### config.mk
export PLATFORM = sky130hd
export DESIGN_NAME = bip_control_unit
export DESIGN_NICKNAME = d
export VERILOG_FILES = /design/src/rtl/bip_control_unit.sv
export SDC_FILE = /design/constraint.sdc
export NUM_CORES = 1
export LEC_CHECK = 0
export ABC_AREA = 1
export BUFFER_PORTS_ARGS = -buffer_cell sky130_fd_sc_hd__buf_2
export CAP_MARGIN = 20
export CORE_UTILIZATION = 46
export CTS_CLUSTER_DIAMETER = 60
export CTS_CLUSTER_SIZE = 14
export DETAILED_ROUTE_END_ITERATION = 10
export GPL_ROUTABILITY_DRIVEN = 0
export PLACE_DENSITY = 0.82
export REMOVE_ABC_BUFFERS = 1
export SETUP_SLACK_MARGIN = 0.05
export SYNTH_ARGS = -nofsm -noshare
export SYNTH_HDL_FRONTEND = slang
export SYNTH_SLANG_ARGS = --single-unit
export TNS_END_PERCENT = 1
### constraint.sdc
create_clock -name clk -period 3 [get_ports clk]
set_input_delay 0 -clock clk [delete_from_list [all_inputs] [get_ports clk]]
set_output_delay 0 -clock clk [all_outputs]
set_load 0.02 [all_outputs]
### src/rtl/bip_control_unit.sv
// Control unit for the BIP accumulator processor: PC, FETCH/EXEC/HALT sequencing and decode.
// Optional CYCLE_COUNT_EN adds a saturating 32-bit cycle_count output.
module bip_control_unit #(
  parameter int unsigned         PC_WIDTH      = 11,
  parameter int unsigned         OPCODE_WIDTH  = 5,
  parameter int unsigned         OPERAND_WIDTH = 11,
  parameter logic [PC_WIDTH-1:0] RESET_VECTOR  = '0
) (
  input  logic                                  clk,
  input  logic                                  reset,
  input  logic                                  enable,
  input  logic [OPCODE_WIDTH+OPERAND_WIDTH-1:0] instr_data,
  output logic [PC_WIDTH-1:0]                   address_output,
  output logic [OPERAND_WIDTH-1:0]              operand,
  output logic [1:0]                            sel_a,
  output logic                                  sel_b,
  output logic                                  op,
  output logic                                  wr_acc,
  output logic                                  rd_ram,
  output logic                                  wr_ram,
  output logic                                  halted
`ifdef CYCLE_COUNT_EN
  ,
  output logic [31:0]                           cycle_count
`endif
);

  localparam int unsigned InstrWidth = OPCODE_WIDTH + OPERAND_WIDTH;

  localparam logic [1:0] StFetch = 2'd0;
  localparam logic [1:0] StExec  = 2'd1;
  localparam logic [1:0] StHalt  = 2'd2;

  localparam logic [4:0] OpHlt  = 5'b00000;
  localparam logic [4:0] OpSto  = 5'b00001;
  localparam logic [4:0] OpLd   = 5'b00010;
  localparam logic [4:0] OpLdi  = 5'b00011;
  localparam logic [4:0] OpAdd  = 5'b00100;
  localparam logic [4:0] OpAddi = 5'b00101;
  localparam logic [4:0] OpSub  = 5'b00110;
  localparam logic [4:0] OpSubi = 5'b00111;

  logic [1:0]              state_q, state_d;
  logic [PC_WIDTH-1:0]     pc_q, pc_d;
  logic [OPCODE_WIDTH-1:0] opcode;
  logic [4:0]              opcode_lo;
  logic                    upper_ok;
  logic                    is_hlt;
  logic                    active;

  assign opcode    = instr_data[InstrWidth-1 -: OPCODE_WIDTH];
  assign opcode_lo = opcode[4:0];

  // Wide opcodes only alias the base set when their extra bits are clear.
  if (OPCODE_WIDTH > 5) begin : g_upper
    assign upper_ok = ~|opcode[OPCODE_WIDTH-1:5];
  end else begin : g_no_upper
    assign upper_ok = 1'b1;
  end

  assign is_hlt = upper_ok && (opcode_lo == OpHlt);
  assign active = (state_q == StExec) && enable && !reset;

  always_comb begin
    state_d = state_q;
    pc_d    = pc_q;
    case (state_q)
      StFetch: begin
        if (enable) state_d = StExec;
      end
      StExec: begin
        if (enable) begin
          if (is_hlt) begin
            state_d = StHalt;
          end else begin
            state_d = StFetch;
            pc_d    = pc_q + 1'b1;
          end
        end
      end
      StHalt:  state_d = StHalt;
      default: state_d = StFetch;
    endcase
  end

  always_ff @(posedge clk) begin
    if (reset) begin
      state_q <= StFetch;
      pc_q    <= RESET_VECTOR;
    end else begin
      state_q <= state_d;
      pc_q    <= pc_d;
    end
  end

  always_comb begin
    sel_a  = 2'b00;
    sel_b  = 1'b0;
    op     = 1'b0;
    wr_acc = 1'b0;
    rd_ram = 1'b0;
    wr_ram = 1'b0;
    if (active && upper_ok) begin
      case (opcode_lo)
        OpSto: wr_ram = 1'b1;
        OpLd: begin
          rd_ram = 1'b1;
          wr_acc = 1'b1;
        end
        OpLdi: begin
          sel_a  = 2'b01;
          wr_acc = 1'b1;
        end
        OpAdd: begin
          rd_ram = 1'b1;
          sel_a  = 2'b10;
          wr_acc = 1'b1;
        end
        OpAddi: begin
          sel_a  = 2'b10;
          sel_b  = 1'b1;
          wr_acc = 1'b1;
        end
        OpSub: begin
          rd_ram = 1'b1;
          sel_a  = 2'b10;
          op     = 1'b1;
          wr_acc = 1'b1;
        end
        OpSubi: begin
          sel_a  = 2'b10;
          sel_b  = 1'b1;
          op     = 1'b1;
          wr_acc = 1'b1;
        end
        default: ;
      endcase
    end
  end

  assign address_output = pc_q;
  assign operand        = (state_q == StExec) ? instr_data[OPERAND_WIDTH-1:0] : '0;
  assign halted         = (state_q == StHalt);

`ifdef CYCLE_COUNT_EN
  logic [31:0] cnt_q, cnt_d;

  always_comb begin
    cnt_d = cnt_q;
    if (enable && (state_q != StHalt) && (cnt_q != 32'hFFFF_FFFF)) cnt_d = cnt_q + 32'd1;
  end

  always_ff @(posedge clk) begin
    if (reset) cnt_q <= '0;
    else       cnt_q <= cnt_d;
  end

  assign cycle_count = cnt_q;
`else
  // No cycle counter in this build.
`endif

endmodule

==> impl_metrics.json <==
{
  "status": "finished clean",
  "grt_use_total": 0.206,
  "dieArea_sq_mm": 0.00199,
  "core-area_sq_mm": 0.00171,
  "syn_avg_cell_area_sq_um": 6.05,
  "hpwl_um": 1590,
  "vias": 1001,
  "fin_crit_sh": 0.518,
  "yosys_warnings": 0,
  "clock_latency_ns": 0.27,
  "htreeDepth": 1,
  "final_cell_mix": "buf_2 (48), nor2_1 (33), nand2_1 (25), inv_1 (24), dfxtp_1 (13)",
  "ys_types": 22,
  "synthCells": 138,
  "cts.sinks": 13,
  "fmax_mhz": 643,
  "syn2layout_area_growth_pct": 35.1,
  "firstDrtPassIters": 4,
  "floorplan.initialDensity": 0.489,
  "ios": 49,
  "worstPathMaxFanout": 12,
  "fillers": 162,
  "worst_ep_required_time_ns": 3.00,
  "drtIter0Drc": 12,
  "setup_viol": 0,
  "rrSetupSlack_ns": 1.62,
  "worstPathArrival_ns": 1.55,
  "antenna_found_initial": 0,
  "final_common_cell": "buf_2",
  "overflow": 0,
  "grt_use_met2": 0.350,
  "maxCapViolCount": 0,
  "fp.dieW_um": 44.6,
  "worst_pin_slew_ns": 0.237,
  "slew_headroom": 0.841,
  "ys_seq_elements": 13,
  "min_period_ns": 1.55,
  "grt_setup_unrepaired": "no",
  "hold_path_class": "input pin to flip-flop",
  "path_class": "flip-flop to output pin",
  "post-place-ws_ns": 1.61,
  "cts.path.max_buffers": 2,
  "grt_start_max_net_pins": 13,
  "syn_area_sq_um": 835,
  "dp.cells": 209,
  "rows": 15,
  "instances_no_fill": 214,
  "cts_tree": "done",
  "met1_usage": 0.261,
  "post-route-drc-count": 0,
  "vdd_ir_drop_max_mv": 0.255,
  "grt_pass1_vias": 782,
  "chipHeight_um": 44.6,
  "met3_usage": 0.0245,
  "cp-start-kind": "flip-flop",
  "wl_per_cell_um": 9.20,
  "p_total_uw": 368,
  "layout_setup_ws_ns": 1.45,
  "hold_violations": 0,
  "grt_pass1_wl_um": 3070,
  "clock_skew_ns": 0.000814,
  "busiest_layer": "met2",
  "vias_per_cell": 4.68,
  "diodes": 0,
  "fin_tns_setup_ns": 0,
  "clk_pin_slew_ns": 0.08,
  "cp-end-kind": "output pin",
  "drt_wl_total_um": 1970,
  "cts_root_buffer": "clkbuf_4",
  "antenna_left": 0,
  "final_nets": 210,
  "ys_seq_area_frac": 0.312,
  "p_leak_nw": 0.611,
  "cts_buffers": 3,
  "maxSlewViolCount": 0,
  "drive_gt1_frac": 0.296,
  "cts_resized": 0,
  "final_core_util": 0.660,
  "p_per_area_mw_per_mm2": 326,
  "portBuffers": 48
}
where the power goes:
part	total, mW	switching (mW)	internal [mW]
sequential	0.180	0.00388	0.176
clock	0.108	0.0569	0.0516
combinational	0.0799	0.0510	0.0289
what timing repair did:
item / in CTS / in global routing
setup buffers: 0 / 0
endpoints found under the setup margin: 0 / 0
hold buffers: 1 / 0
endpoints found under the hold margin: 5 / 0
cell families after synthesis:
group                      Yosys count  share of synthesized area
AOI/OAI and AO/OA                   14                     0.0840
xor gates and xnor gates             4                     0.0420
adders and majority gates            1                     0.0150
buffers and inverters               28                      0.135
DFF                                 13                      0.312
and+or+nand+nor                     78                      0.412
synthesized netlist by cell type:
library cell	n	area [sq um]
nand2_2	1	6.26
dfxtp_1	13	260
xor2_1	1	8.76
clkinv_1	1	3.75
buf_6	1	11.3
or2_1	1	6.26
nand2_1	25	93.8
inv_1	24	90.1
clkbuf_1	1	3.75
nor2_1	33	124
nor4_1	3	18.8
nand3_1	7	35.0
o21ai_0	6	30.0
nor2_4	1	11.3
xnor2_1	3	26.3
nand4_1	2	12.5
nand3_2	1	10.0
nor3_1	3	15.0
a21oi_1	8	40.0
ha_1	1	12.5
inv_2	1	3.75
nand2_4	1	11.3
cell type report:
| cell class | instances | area [sq um] | share of cell area |
|---|---|---|---|
| Clock buffer | 4 | 26.3 | 0.0233 |
| Timing Repair Buffer | 49 | 250 | 0.222 |
| Inverter | 26 | 97.6 | 0.0866 |
| Multi-Input combinational cell | 97 | 462 | 0.410 |
| Tap cell | 25 | 31.3 | 0.0277 |
| Sequential cell | 13 | 260 | 0.231 |
per-layer routing:
metal / wire length [um] / share of wire
met1: 902 / 0.46
met2: 924 / 0.47
met3: 113 / 0.057
met4: 29 / 0.015
met5: 0 / 0
final timing paths:
check | depth (start not counted) | from | end
hold / removal | 3 | enable | state_q[0]
setup / recovery | 5 | state_q[0] | rd_ram
setup reg to reg | 8 | address_output[0] | address_output[10]
hold reg to reg | 1 | state_q[1] | state_q[0]
sequential cells by signal, indices dropped and copies added, names as in the netlist:
signal          cells
address_output     11
state_q             2
critical path, stage by stage, from the launching register on:
cell and delay [ns]:
dfxtp_1 0.38, nand2_2 0.17, nor2_4 0.20, nand2_1 0.14
nor4_1 0.18, buf_2 0.21
per-stage QoR:
step | area [sq um] | hold WS (ns)
finish | 1130 | 0.0172
global route | 1130 | 0.0204
CTS | 1130 | 0.0220
detailed placement | 1090 | 0.250
global placement | 1090 | 0.246
floorplan | 820 | 0.0691
Power figures use the tool's default switching activity.
